### src/rtl/bcd_scan_counter.sv
// Multi-digit BCD up/down counter with time-multiplexed, active-low digit scan
// feeding a BCD-to-7-segment decoder.
module bcd_scan_counter #(
    parameter int unsigned NUM_DIGITS = 4,
    parameter int unsigned SCAN_DIV   = 1000
) (
    input  logic                    clk,
    input  logic                    rst_n,
    input  logic                    en,
    input  logic                    up,
    input  logic                    load,
    input  logic [4*NUM_DIGITS-1:0] load_val,
    output logic [4*NUM_DIGITS-1:0] count,
    output logic                    carry,
    output logic [3:0]              bcd_out,
    output logic [NUM_DIGITS-1:0]   digit_sel
);

    localparam int unsigned CW = 4 * NUM_DIGITS;
    localparam int unsigned IW = (NUM_DIGITS > 1) ? $clog2(NUM_DIGITS) : 1;
    localparam int unsigned PW = $clog2(SCAN_DIV);

    logic [CW-1:0] count_nxt;
    logic          carry_nxt;
    logic          ripple;
    logic [3:0]    dig;
    logic [PW-1:0] presc;
    logic [IW-1:0] idx;
    logic [IW-1:0] idx_nxt;
    logic          slot_end;
    logic [3:0]    sel_digit;

    // Next count: load (with nibble sanitising) beats a ripple step
    always_comb begin
        count_nxt = count;
        carry_nxt = 1'b0;
        ripple    = 1'b0;
        dig       = '0;
        if (load) begin
            for (int i = 0; i < int'(NUM_DIGITS); i++) begin
                dig = load_val[4*i +: 4];
                count_nxt[4*i +: 4] = (dig > 4'd9) ? 4'd0 : dig;
            end
        end else if (en) begin
            ripple = 1'b1;
            for (int i = 0; i < int'(NUM_DIGITS); i++) begin
                dig = count[4*i +: 4];
                if (ripple) begin
                    if (up) begin
                        if (dig == 4'd9) begin
                            dig = 4'd0;
                        end else begin
                            dig    = dig + 4'd1;
                            ripple = 1'b0;
                        end
                    end else begin
                        if (dig == 4'd0) begin
                            dig = 4'd9;
                        end else begin
                            dig    = dig - 4'd1;
                            ripple = 1'b0;
                        end
                    end
                end
                count_nxt[4*i +: 4] = dig;
            end
            carry_nxt = ripple;
        end
    end

    // Scan slot advance and digit pick for the slot selected after this edge
    always_comb begin
        slot_end = (presc == PW'(SCAN_DIV - 1));
        idx_nxt  = idx;
        if (slot_end) begin
            idx_nxt = (idx == IW'(NUM_DIGITS - 1)) ? '0 : idx + IW'(1);
        end
        sel_digit = '0;
        for (int i = 0; i < int'(NUM_DIGITS); i++) begin
            if (IW'(i) == idx_nxt) begin
                sel_digit = count[4*i +: 4];
            end
        end
    end

    always_ff @(posedge clk or negedge rst_n) begin
        if (!rst_n) begin
            count <= '0;
            carry <= 1'b0;
        end else begin
            count <= count_nxt;
            carry <= carry_nxt;
        end
    end

    // digit_sel and bcd_out share one register stage so they never skew
    always_ff @(posedge clk or negedge rst_n) begin
        if (!rst_n) begin
            presc     <= '0;
            idx       <= '0;
            digit_sel <= ~NUM_DIGITS'(1);
            bcd_out   <= '0;
        end else begin
            presc     <= slot_end ? '0 : presc + PW'(1);
            idx       <= idx_nxt;
            digit_sel <= ~(NUM_DIGITS'(1) << idx_nxt);
            bcd_out   <= sel_digit;
        end
    end

endmodule

### config.mk
export PLATFORM = sky130hd
export DESIGN_NAME = bcd_scan_counter
export DESIGN_NICKNAME = d
export VERILOG_FILES = /design/src/rtl/bcd_scan_counter.sv
export SDC_FILE = /design/constraint.sdc
export NUM_CORES = 1
export LEC_CHECK = 0
export CORE_MARGIN = 2
export CORE_UTILIZATION = 58
export CTS_BUF_LIST = sky130_fd_sc_hd__clkbuf_4
export DETAILED_ROUTE_END_ITERATION = 8
export PLACE_DENSITY = 0.92
export SLEW_MARGIN = 40
export SYNTH_ARGS = -nofsm -noshare
export SYNTH_HDL_FRONTEND = slang
export SYNTH_SLANG_ARGS = --single-unit
### constraint.sdc
create_clock -name clk -period 5.2 [get_ports clk]
set_input_delay 1.04 -clock clk [delete_from_list [all_inputs] [get_ports clk]]
set_output_delay 1.04 -clock clk [all_outputs]
set_load 0.005 [all_outputs]
Yosys cells after proc, flatten, opt, wreduce, memory -nomap -nowiden:

Cells that the tools add are included.

* word-level logic and storage cells: 97
* output and inout port bits: 25
* register bits: 37
* input port bits: 21

* mux-type cells: 51
* reductions and logical operators: 12
* bitwise operators: 1
* equal/unequal tests: 9
* shift-type cells: 1
* $lt $le $gt $ge: 4
* $add $sub $neg: 10

Operator list (count)
* 2-to-1 mux 4 bit: 23
* 2-to-1 mux 16 bit: 2
* 2-to-1 mux 1 bit: 23
* adder 4 x 1 -> 4 bit (second input constant): 4
* equality test 4 bit (second input constant): 4
* > comparator 4 bit (second input constant): 4
* zero test 4 bit: 4
* subtractor 4 x 1 -> 4 bit (second input constant): 4
* adder 10 x 1 -> 10 bit (second input constant): 1
* equality test 10 bit (second input constant): 1
* 2-to-1 mux 10 bit: 1
* nonzero test 2 bit: 4
* AND reduction 2 bit: 3
* equality test 2 bit (first input constant): 2
* 2-to-1 mux 2 bit: 2
* NOT 4 bit: 1
* << shifter 1 x 2 -> 4 bit (first input constant): 1
* adder 2 x 1 -> 2 bit (second input constant): 1
* equality test 1 x 2 -> 1 bit (first input constant): 1
* equality test 2 bit (second input constant): 1
* zero test 2 bit: 1

Depth between registers and ports, before layout:

Gate-level depths: netlist of the first run.

* word-level depth: 14
* depth in mapped cells: 8
* mapped depth without buffers: 7

Least setup slack after synthesis of the first run:

OpenSTA, ideal clock, no wires.

* path type: input port to flip-flop
* from: input up
* to: register count[14]
* stages on the path: 6
* required time: 5.062 ns
* setup time: 0.138 ns
* data arrival time: 2.204 ns
* slack: 2.858 ns
* buffers on the path: 1
* cells stage by stage: clkbuf_1 nor3_1 a21oi_1 nor4_4 mux2i_1 o22ai_1

* longest elaborated chain between the ends: 11
* elaborated cells between the ends (all ways): 17
* those cells by class: mux: 15; reduce/logical: 2

RTL lines
* start, declared: line 10 `input logic up,`
* 2-to-1 mux 1 bit: line 49 `if (up) begin`
* 2-to-1 mux 1 bit: line 44 `end else if (en) begin`
* 2-to-1 mux 1 bit: line 39 `if (load) begin`
* 2-to-1 mux 1 bit: line 48 `if (ripple) begin`
* 2-to-1 mux 1 bit: line 44
* 2-to-1 mux 1 bit: line 39
* 2-to-1 mux 1 bit: line 48
* 2-to-1 mux 1 bit: line 44
* 2-to-1 mux 1 bit: line 39
* nonzero test 2 bit (no source line)
* AND reduction 2 bit (no source line)
* end signal, assigned: line 91 `count <= count_nxt;`
* end, declared: line 13 `output logic [4*NUM_DIGITS-1:0] count,`

Several ways; a longest one is shown, not always the timed one. The select of a mux whose other input is x is not followed.
A chain may end at the register's enable or synchronous reset.

Worst setup path after layout of the first run:

* from: input en
* to: register count[14]

* longest elaborated chain between the ends: 2

RTL lines
* start, declared: line 9 `input logic en,`
* nonzero test 2 bit (no source line)
* AND reduction 2 bit (no source line)

Every way passes these cells.

==> metrics, run 1 <==
reg-to-reg setup timing slack 2.51 ns; num ports 46; pwr/cell area 225 nW/um^2; aggregate global routing overflow 0; cell area after technology mapping 2460 um^2; top-area cell type share of the netlist area 34.6%; area of the core 4030 um^2; number of DRC markers in iteration 0 109; Die H 69.2 um; vias per cell 5.95; Post-Syn Instances 284; clock latency on the worst-skew pair 0.34 ns; Setup-failing EPs final 0; critical path data required time 5.41 ns; biggest area contributors in the synthesized netlist dfrtp_1 (35%), mux2i_1 (4.9%), o21ai_0 (4.3%); via count of the first global-routing pass 2081; type of element launching the critical path primary input; timing startpoint of the critical path en; routability-driven placement congestion ratio 0.849; number of hold buffers added after cts 0; number of stages on the worst hold path 1; TritonCTS clock tree built; Worst Reg-to-Reg Cells 6; total wire length 5310 um; asr flop ratio synth 100%; shortest period the worst path allows 2.71 ns; Root Buffer Master clkbuf_4; global-route total usage across every layer 23.7%; largest area contributor in the synthesized netlist dfrtp_1; nets@finish 335; Worst Setup End Kind flop; origin of the critical flop-to-flop path presc[3]; upper clock frequency limit 369 MHz; count of TritonRoute iterations in the first routing pass 4; setup clock skew after layout 0.0109 ns; total of flip-flops plus latches after synthesis 37; number of pins with negative max-slew slack in the final report 0; number of enable flip-flop cells after synthesis 0; detailed placement HPWL 3840 um; number of nets in the synthesized netlist 307; Hold Path Class reg -> reg; worst supply voltage drop on vdd 0.121 mV; layout overhead on the synthesized area 16.6%; clock transition time at the flip-flop clock pins of the worst setup and hold paths 0.11 ns; count of maximum capacitance violations 0; # H-tree levels 2; Max transition margin 46.0%; clock buffers created by TritonCTS 5; leakage power summed over all cells 1.24 nW; wire length of the first global-routing pass 9340 um; sequential-to-total area share from yosys stat 37.8%; count of clock tree sinks 37; launch point of the worst hold path presc[0]; count of buffers added by post-CTS timing repair for setup 0; Layout fillers 332; FF-to-FF End bcd_out[2]; transition time at the pin with the least slew margin 0.788 ns; path type of the worst setup path in -> reg; synthesized area per cell 8.67 um^2; unrepaired setup endpoints after global routing no; ratio of cells with drive above 1 in the final layout 7.99%; initial antenna violation count 0; die area 4780 um^2; vias post-DR 2160; number of instances resized during post-cts repair 0; largest net degree at the start of global routing 38; final number of hold-violating endpoints 0; dominant register cell in the synthesized netlist dfrtp_1; Residual DRC 0; I/O Buffers 45; arrival time at the worst endpoint 2.93 ns; number of distinct library cells after synthesis 53; number of core rows 23; highest net fanout along the worst path 7; Worst Hold Endpoint presc[0]; remaining antenna violation count after routing 0; Total Negative Setup Slacks 0 ns; result of the run finished clean; diode insertion count for antenna repair 0; Longest Clk Path Bufs 2; horizontal die dimension 69.2 um; share of the core filled with cells in the final layout 71.2%; initial cell density of the core 61.1%; number of warnings reported in the yosys synthesis log 0; ratio of final minimum period to clock period 52.2%; wire length per cell after detailed routing 14.6 um
## area by class of cell
cell class / instances / area [um^2] / share of cell area [%]
multi-input cells: 213 / 1340 / 46.6
inverters: 9 / 35.0 / 1.22
flip-flops and latches: 37 / 930 / 32.4
repair buffers: 46 / 448 / 15.6
clock buffers: 7 / 52.6 / 1.83
well taps: 50 / 62.6 / 2.18
clock inverters: 1 / 3.75 / 0.131
## logic make-up after synthesis
group,share of synthesized area [%]
muxes,4.88
xor gates and xnor gates,5.69
adders and majority gates,1.02
DFF,37.8
AOI/OAI and AO/OA,19.2
and+or+nand+nor,23.6
buffers and inverters,7.88
## where the power goes
group          leakage [nW]  internal, mW  switching [mW]
logic                 0.740        0.0846          0.0645
clock network        0.0338        0.0624          0.0898
registers             0.471         0.303          0.0417
## placed cells by master, fill, tap and decap left out, drive strengths merged, types with 3 or more instances in the layout
cell type and instances:
a21o 3, xor2 8, and3 7, clkdlybuf4s50 43, mux2i 12, xnor2 8, dfstp 3, nor2 27
dfrtp 34, nand2 27, nor2b 5, buf 3, nand4b 3, nor3 10, o21ai 27, inv 8
nor4 3, a22o 4, a21oi 18, a22oi 6, or3 4, nand3 11, clkbuf 7
## flip-flops by register name, indices dropped and copies added, names as in the netlist
register	cells
carry	1
idx	2
digit_sel	4
count	16
presc	10
bcd_out	4
## worst max-delay path by stage
stage,depth (start not counted),end
after CTS,6,count[14]
after global routing,7,bcd_out[2]
after global placement,6,count[14]
after floorplan,6,count[14]
final,6,count[14]
after detailed placement,6,count[14]
## per-stage QoR
step                cells  setup slack [ns]  hold slack [ns]  cell area [um^2]  power (mW)
CTS                   363              2.51            0.469              2870       0.652
detailed placement    355              2.17            0.453              2810       0.499
floorplan             284              2.86            0.425              2460       0.437
global route          363              2.30            0.495              2870       0.686
finish                363              2.49            0.462              2870       0.646
global placement      355              1.70            0.441              2820       0.494
## synth_stat cells (all sizes together) (3+ instances only)
| cell type | instances |
|---|---|
| or3 | 4 |
| dfstp | 3 |
| nor2b | 5 |
| a22o | 4 |
| a22oi | 6 |
| a21oi | 18 |
| inv | 8 |
| and3 | 7 |
| mux2i | 12 |
| nor4 | 3 |
| xor2 | 8 |
| a21o | 3 |
| xnor2 | 8 |
| dfrtp | 34 |
| buf | 11 |
| nor3 | 10 |
| nor2 | 27 |
| nand2 | 27 |
| clkbuf | 14 |
| nand3 | 11 |
| nand4b | 3 |
| o21ai | 27 |
## critical path, stage by stage
cell and delay (ns):
clkdlybuf4s50_1 0.60, nor3b_2 0.28, o21ai_1 0.20, nor4_4 0.43, mux2i_1 0.27, o22ai_1 0.10
## metal layers
metal / routed length [um] / GRT usage (%)
met1: 2190 / 29.1
met2: 2730 / 40.9
met3: 322 / 5.70
met4: 66 / 7.41
met5: 0 / 0
Note: power is estimated with default switching activity, not from simulation.
==> run 2: changes to the inputs <==
Settings changed: CORE_UTILIZATION 58 to 54, PLACE_DENSITY 0.92 to 0.87.
Clock period 5.2 ns to 2.8 ns, I/O delays scaled along.
==> run 2 against run 1 <==
Effect of this change: clock power increased by 84%; highest routed layer unchanged; critical endpoint unchanged; combinational power grew 90%; non-clock buffer count up 5.
==> metrics, run 2 (same netlist as run 1, synthesis figures left out) <==
vias post-DR 2130 (was 2160); Worst path max stage delay 0.61 ns (was 0.60 ns); Max transition margin 63.5% (was 46.0%); ratio of cells with drive above 1 in the final layout 9.12% (was 7.99%); clock latency on the worst-skew pair 0.34 ns (about the same); unrepaired setup endpoints after global routing no (unchanged); number of pins with negative max-slew slack in the final report 0 (unchanged); leakage power summed over all cells 1.27 nW (was 1.24 nW); Worst Setup End Kind flop (unchanged); routability-driven placement congestion ratio 0.812 (was 0.849); largest registers count: 16 flops, presc: 10 flops (unchanged); type of element launching the critical path primary input (unchanged); post-layout worst setup margin 0.518 ns (was 2.49 ns); largest net degree at the start of global routing 38 (unchanged); path type of the worst setup path in -> reg (unchanged); most frequent cells in the layout clkdlybuf4s50_1 (45), dfrtp_1 (34), nor2_1 (27), nand2_1 (26), o21ai_0 (21) (was clkdlybuf4s50_1 (43), dfrtp_1 (34), nor2_1 (27), nand2_1 (26), o21ai_0 (21)); setup clock skew after layout 0.00798 ns (was 0.0109 ns); arrival time at the worst endpoint 2.52 ns (was 2.93 ns); most common library cell in the layout ignoring fill and taps clkdlybuf4s50_1 (unchanged); I/O Buffers 45 (unchanged); horizontal die dimension 71.5 um (was 69.2 um); count of buffers added by post-CTS timing repair for setup 0 (unchanged); Crit-path slowest cell clkdlybuf4s50_1 (unchanged); critical path data required time 3.04 ns (was 5.41 ns); global-route total usage across every layer 22.0% (was 23.7%); initial antenna violation count 0 (unchanged); count of clock tree sinks 37 (unchanged); TritonCTS clock tree built (unchanged); num ports 46 (unchanged); layout overhead on the synthesized area 18.5% (was 16.6%); clock transition time at the flip-flop clock pins of the worst setup and hold paths 0.11 ns (about the same); die area 5120 um^2 (was 4780 um^2); highest net fanout along the worst path 14 (was 7); wire length per cell after detailed routing 14.1 um (was 14.6 um); total wire length 5210 um (was 5310 um); wire length of the first global-routing pass 8870 um (was 9340 um); count of TritonRoute iterations in the first routing pass 4 (unchanged); aggregate global routing overflow 0 (unchanged); Hold Path Class reg -> reg (unchanged); # H-tree levels 2 (unchanged); area of the core 4380 um^2 (was 4030 um^2); number of core rows 24 (was 23); via count of the first global-routing pass 1929 (was 2081); initial cell density of the core 56.2% (was 61.1%); number of instances resized during post-cts repair 0 (unchanged); number of DRC markers in iteration 0 69 (was 109); cell breakdown of the critical path clkdlybuf4s50_1 > nor3_1 > o21ai_1 > nor4_4 > mux2i_1 > o22ai_1 (was clkdlybuf4s50_1 > nor3b_2 > o21ai_1 > nor4_4 > mux2i_1 > o22ai_1); Die H 71.5 um (was 69.2 um); Total Negative Setup Slacks 0 ns (unchanged); Root Buffer Master clkbuf_4 (unchanged); Crit path buffers/inverters 1 (unchanged); detailed placement HPWL 3770 um (was 3840 um); pwr/cell area 412 nW/um^2 (was 225 nW/um^2); Setup-failing EPs final 0 (unchanged); diode insertion count for antenna repair 0 (unchanged); upper clock frequency limit 438 MHz; flip-flop count of the largest register after layout 16 (unchanged); count of maximum capacitance violations 0 (unchanged); pre-CTS setup slack 0.160 ns (was 2.17 ns); nets@finish 340 (was 335); worst supply voltage drop on vdd 0.253 mV (was 0.121 mV); shortest period the worst path allows 2.28 ns; number of hold buffers added after cts 0 (unchanged); result of the run finished clean (unchanged); CP top delay family simple AND/OR/NAND/NOR gates (unchanged); remaining antenna violation count after routing 0 (unchanged); final number of hold-violating endpoints 0 (unchanged); register with the most flip-flops count (unchanged); ratio of final minimum period to clock period 81.5%; vias per cell 5.76 (was 5.95); Layout fillers 374 (was 332); Residual DRC 0 (unchanged); transition time at the pin with the least slew margin 0.546 ns (was 0.788 ns); Longest Clk Path Bufs 2 (unchanged); clock buffers created by TritonCTS 5 (unchanged)
run 2: changes by cell type in the layout (fill, tap and decap cells not counted):
cell             previous run  this run
buf_2                       2         0
buf_4                       1         6
clkbuf_4                    7         6
clkdlybuf4s50_1            43        45
clkinv_1                    1         0
clkinv_2                    1         3
run 2: path summary, 6_finish.rpt:
check / from / endpoint / slack [ns] / depth (start not counted)
min: presc[0] / presc[0] / 0.46 / 1
max: up / count[14] / 0.52 / 6
max reg2reg: presc[3] / bcd_out[0] / 0.58 / 6
min in group asynchronous: rst_n / count[9] / 0.63 / 2
min reg2reg: presc[0] / presc[0] / 0.46 / 1
max in group asynchronous: rst_n / digit_sel[3] / 1.82 / 2
run 2: final cells by class:
cell class,instances,area [um^2],share of cell area [%]
Clock inverter,2,10.0,0.343
Clock buffer,6,45.0,1.54
Tap cell,52,65.1,2.23
Inverter,9,35.0,1.20
Sequential cell,37,930,31.8
Multi-Input combinational cell,213,1340,45.9
Timing Repair Buffer,51,495,17.0
run 2: metal layers:
| layer | track usage [%] | up-vias | share of wire (%) |
|---|---|---|---|
| met1 | 28.8 | 1001 | 44 |
| met4 | 7.13 | 0 | 1.3 |
| met2 | 36.6 | 57 | 49 |
| met5 | 0 | - | 0 |
| li1 | - | 1066 | - |
| met3 | 4.64 | 6 | 4.9 |
run 2: power by group:
| part | total, mW | internal [mW] | switching, mW |
|---|---|---|---|
| clock network | 0.280 | 0.105 | 0.175 |
| logic | 0.283 | 0.161 | 0.122 |
| registers | 0.640 | 0.563 | 0.0766 |
| total | 1.20 | 0.830 | 0.373 |
run 2: through the flow:
step,power [mW],hold slack [ns],cells,area (um^2),util (%)
floorplan,0.812,0.264,284,2460,-
global placement,0.922,0.442,362,2860,65.3
detailed placement,0.931,0.447,362,2860,65.3
CTS,1.21,0.461,370,2920,66.6
global route,1.28,0.490,370,2920,66.6
finish,1.20,0.458,370,2920,66.6
==> run 3: changes to the inputs <==
Settings changed: CORE_UTILIZATION 54 to 49, PLACE_DENSITY 0.87 to 0.84.
Clock period 2.8 ns to 2.03 ns, I/O delays scaled along.
==> run 3 against run 2 <==
Effect of this change: sequential share of layout area decreased by 3.2 points; power up 65%; first-iteration DRC count is 29% higher; clock power up 130%; core utilization up 1.2 points; design area grew 11%.
==> metrics, run 3 (same netlist as run 1, synthesis figures left out) <==
largest registers count: 16 flops, presc: 10 flops (unchanged); most common library cell in the layout ignoring fill and taps clkdlybuf4s50_1 (unchanged); Worst Setup End Kind flop (unchanged); total power 1.98 mW (was 1.20 mW); pwr/cell area 610 nW/um^2 (was 412 nW/um^2); diode insertion count for antenna repair 0 (unchanged); register with the most flip-flops count (unchanged); shortest period the worst path allows 1.98 ns; Die H 74.9 um (was 71.5 um); number of hold buffers added after cts 0 (unchanged); remaining antenna violation count after routing 0 (unchanged); count of maximum capacitance violations 0 (unchanged); number of DRC markers in iteration 0 89 (was 69); number of pins with negative max-slew slack in the final report 0 (unchanged); highest net fanout along the worst path 6 (was 14); internal portion of total power 1.43 mW (was 0.830 mW); Hold Path Class in -> async (was reg -> reg); clock latency on the worst-skew pair 0.35 ns (was 0.34 ns); aggregate global routing overflow 0 (unchanged); Total Negative Setup Slacks 0 ns (unchanged); num ports 46 (unchanged); wire length per cell after detailed routing 14.3 um (was 14.1 um); reported net switching power 0.550 mW (was 0.373 mW); sw frac 27.8% (was 31.0%); share of the core filled with cells in the final layout 67.8% (was 66.6%); path type of the worst setup path reg -> reg (was in -> reg); die area 5610 um^2 (was 5120 um^2); CP top delay family simple AND/OR/NAND/NOR gates (unchanged); placed cell count 397 (was 362); upper clock frequency limit 505 MHz; Crit-path slowest cell dfrtp_1 (was clkdlybuf4s50_1); unrepaired setup endpoints after global routing yes (was no); # H-tree levels 2 (unchanged); nets@finish 368 (was 340); Root Buffer Master clkbuf_4 (unchanged); final number of hold-violating endpoints 0 (unchanged); via count of the first global-routing pass 2124 (was 1929); clock transition time at the flip-flop clock pins of the worst setup and hold paths 0.12 ns (was 0.11 ns); ratio of cells with drive above 1 in the final layout 17.9% (was 9.12%); layout overhead on the synthesized area 31.8% (was 18.5%); I/O Buffers 45 (unchanged); Layout fillers 388 (was 374); non-filler instance count after layout 413 (was 370); clock network fraction of total power 32.3% (was 23.3%); worst supply voltage drop on vdd 0.394 mV (was 0.253 mV); critical path data required time 2.28 ns (was 3.04 ns); area of the core 4790 um^2 (was 4380 um^2); Hold WS 0.420 ns (was 0.458 ns); type of element launching the critical path flop (was primary input); ratio of final minimum period to clock period 97.6%; routability-driven placement congestion ratio 0.850 (was 0.812); cell breakdown of the critical path or2b_4 > nor4_4 > buf_4 > mux2i_4 > buf_6 > a21oi_1 > a22oi_1 (was clkdlybuf4s50_1 > nor3_1 > o21ai_1 > nor4_4 > mux2i_1 > o22ai_1); proportion of power drawn by flip-flops and latches 42.3% (was 53.2%); vias per cell 5.56 (was 5.76); Worst path max stage delay 0.42 ns (was 0.61 ns); Logic pwr share 25.4% (was 23.5%); horizontal die dimension 74.9 um (was 71.5 um); detailed placement HPWL 4200 um (was 3770 um); initial cell density of the core 51.5% (was 56.2%); leakage power summed over all cells 1.44 nW (was 1.27 nW); vias post-DR 2295 (was 2130); most frequent cells in the layout clkdlybuf4s50_1 (45), dfrtp_1 (33), buf_4 (31), nor2_1 (27), nand2_1 (26) (was clkdlybuf4s50_1 (45), dfrtp_1 (34), nor2_1 (27), nand2_1 (26), o21ai_0 (21)); number of core rows 25 (was 24); largest net degree at the start of global routing 38 (unchanged); Max transition margin 68.7% (was 63.5%); Residual DRC 0 (unchanged); post-layout worst setup margin 0.0484 ns (was 0.518 ns); flip-flop count of the largest register after layout 16 (unchanged); transition time at the pin with the least slew margin 0.466 ns (was 0.546 ns); global-route total usage across every layer 21.9% (was 22.0%); post-route cell area 3240 um^2 (was 2920 um^2); Crit path buffers/inverters 2 (was 1); TritonCTS clock tree built (unchanged); dpl cell area 3050 um^2 (was 2860 um^2); pre-CTS setup slack -0.248 ns (was 0.160 ns); initial antenna violation count 0 (unchanged); wire length of the first global-routing pass 9390 um (was 8870 um); count of TritonRoute iterations in the first routing pass 4 (unchanged); arrival time at the worst endpoint 2.23 ns (was 2.52 ns); count of clock tree sinks 37 (unchanged); clock buffers created by TritonCTS 5 (unchanged); Setup-failing EPs final 0 (unchanged); result of the run finished clean (unchanged); setup clock skew after layout 0.0108 ns (was 0.00798 ns); Longest Clk Path Bufs 2 (unchanged); total wire length 5910 um (was 5210 um)
==> run 3: area by class of cell <==
type,instances,area [um^2],area share [%]
clock buffer,5,37.5,1.16
clock inverter,3,65.1,2.01
tap,67,83.8,2.58
sequential,37,931,28.7
multi-input combinational,213,1370,42.1
inverter,9,36.3,1.12
timing repair buffer,79,726,22.4
==> run 3: final timing paths <==
kind                                from            to  slack, ns  depth (start not counted)
worst min-delay path               rst_n      count[9]       0.42                          2
min in group clk                presc[0]      presc[0]       0.47                          1
max in group asynchronous          rst_n  digit_sel[1]       1.35                          2
worst min register to register  presc[0]      presc[0]       0.47                          1
worst max register to register  presc[3]    bcd_out[2]       0.05                          7
worst max-delay path            presc[3]    bcd_out[2]       0.05                          7
==> run 3: worst reg2reg max path, stage by stage (launching register included) <==
cell	delay (ns)
dfrtp_1	0.42
or2b_4	0.28
nor4_4	0.30
buf_4	0.19
mux2i_4	0.27
buf_6	0.15
a21oi_1	0.04
a22oi_1	0.24
==> run 3: layer usage <==
layer  wire length, um  global-route usage, %  vias to the layer above
li1                  -                      -                     1122
met1              2530                   27.9                     1093
met2              2940                   36.2                       71
met3               333                   5.09                        9
met4               100                   8.73                        0
met5                 0                      0                        -
==> run 3: power by group through the flow <==
stage                     Combinational (mW)  Clock [mW]  Sequential (mW)
after floorplan                        0.301           0            0.818
after global placement                 0.486           0            0.848
after detailed placement               0.497           0            0.851
after CTS                              0.501       0.648            0.836
after global routing                   0.554       0.683            0.845
final                                  0.503       0.640            0.838
==> run 3: repair_timing <==
item / in CTS / in global routing
setup buffers: 0 / 7
setup endpoints to repair: 0 / 7
resized for setup: 0 / 8
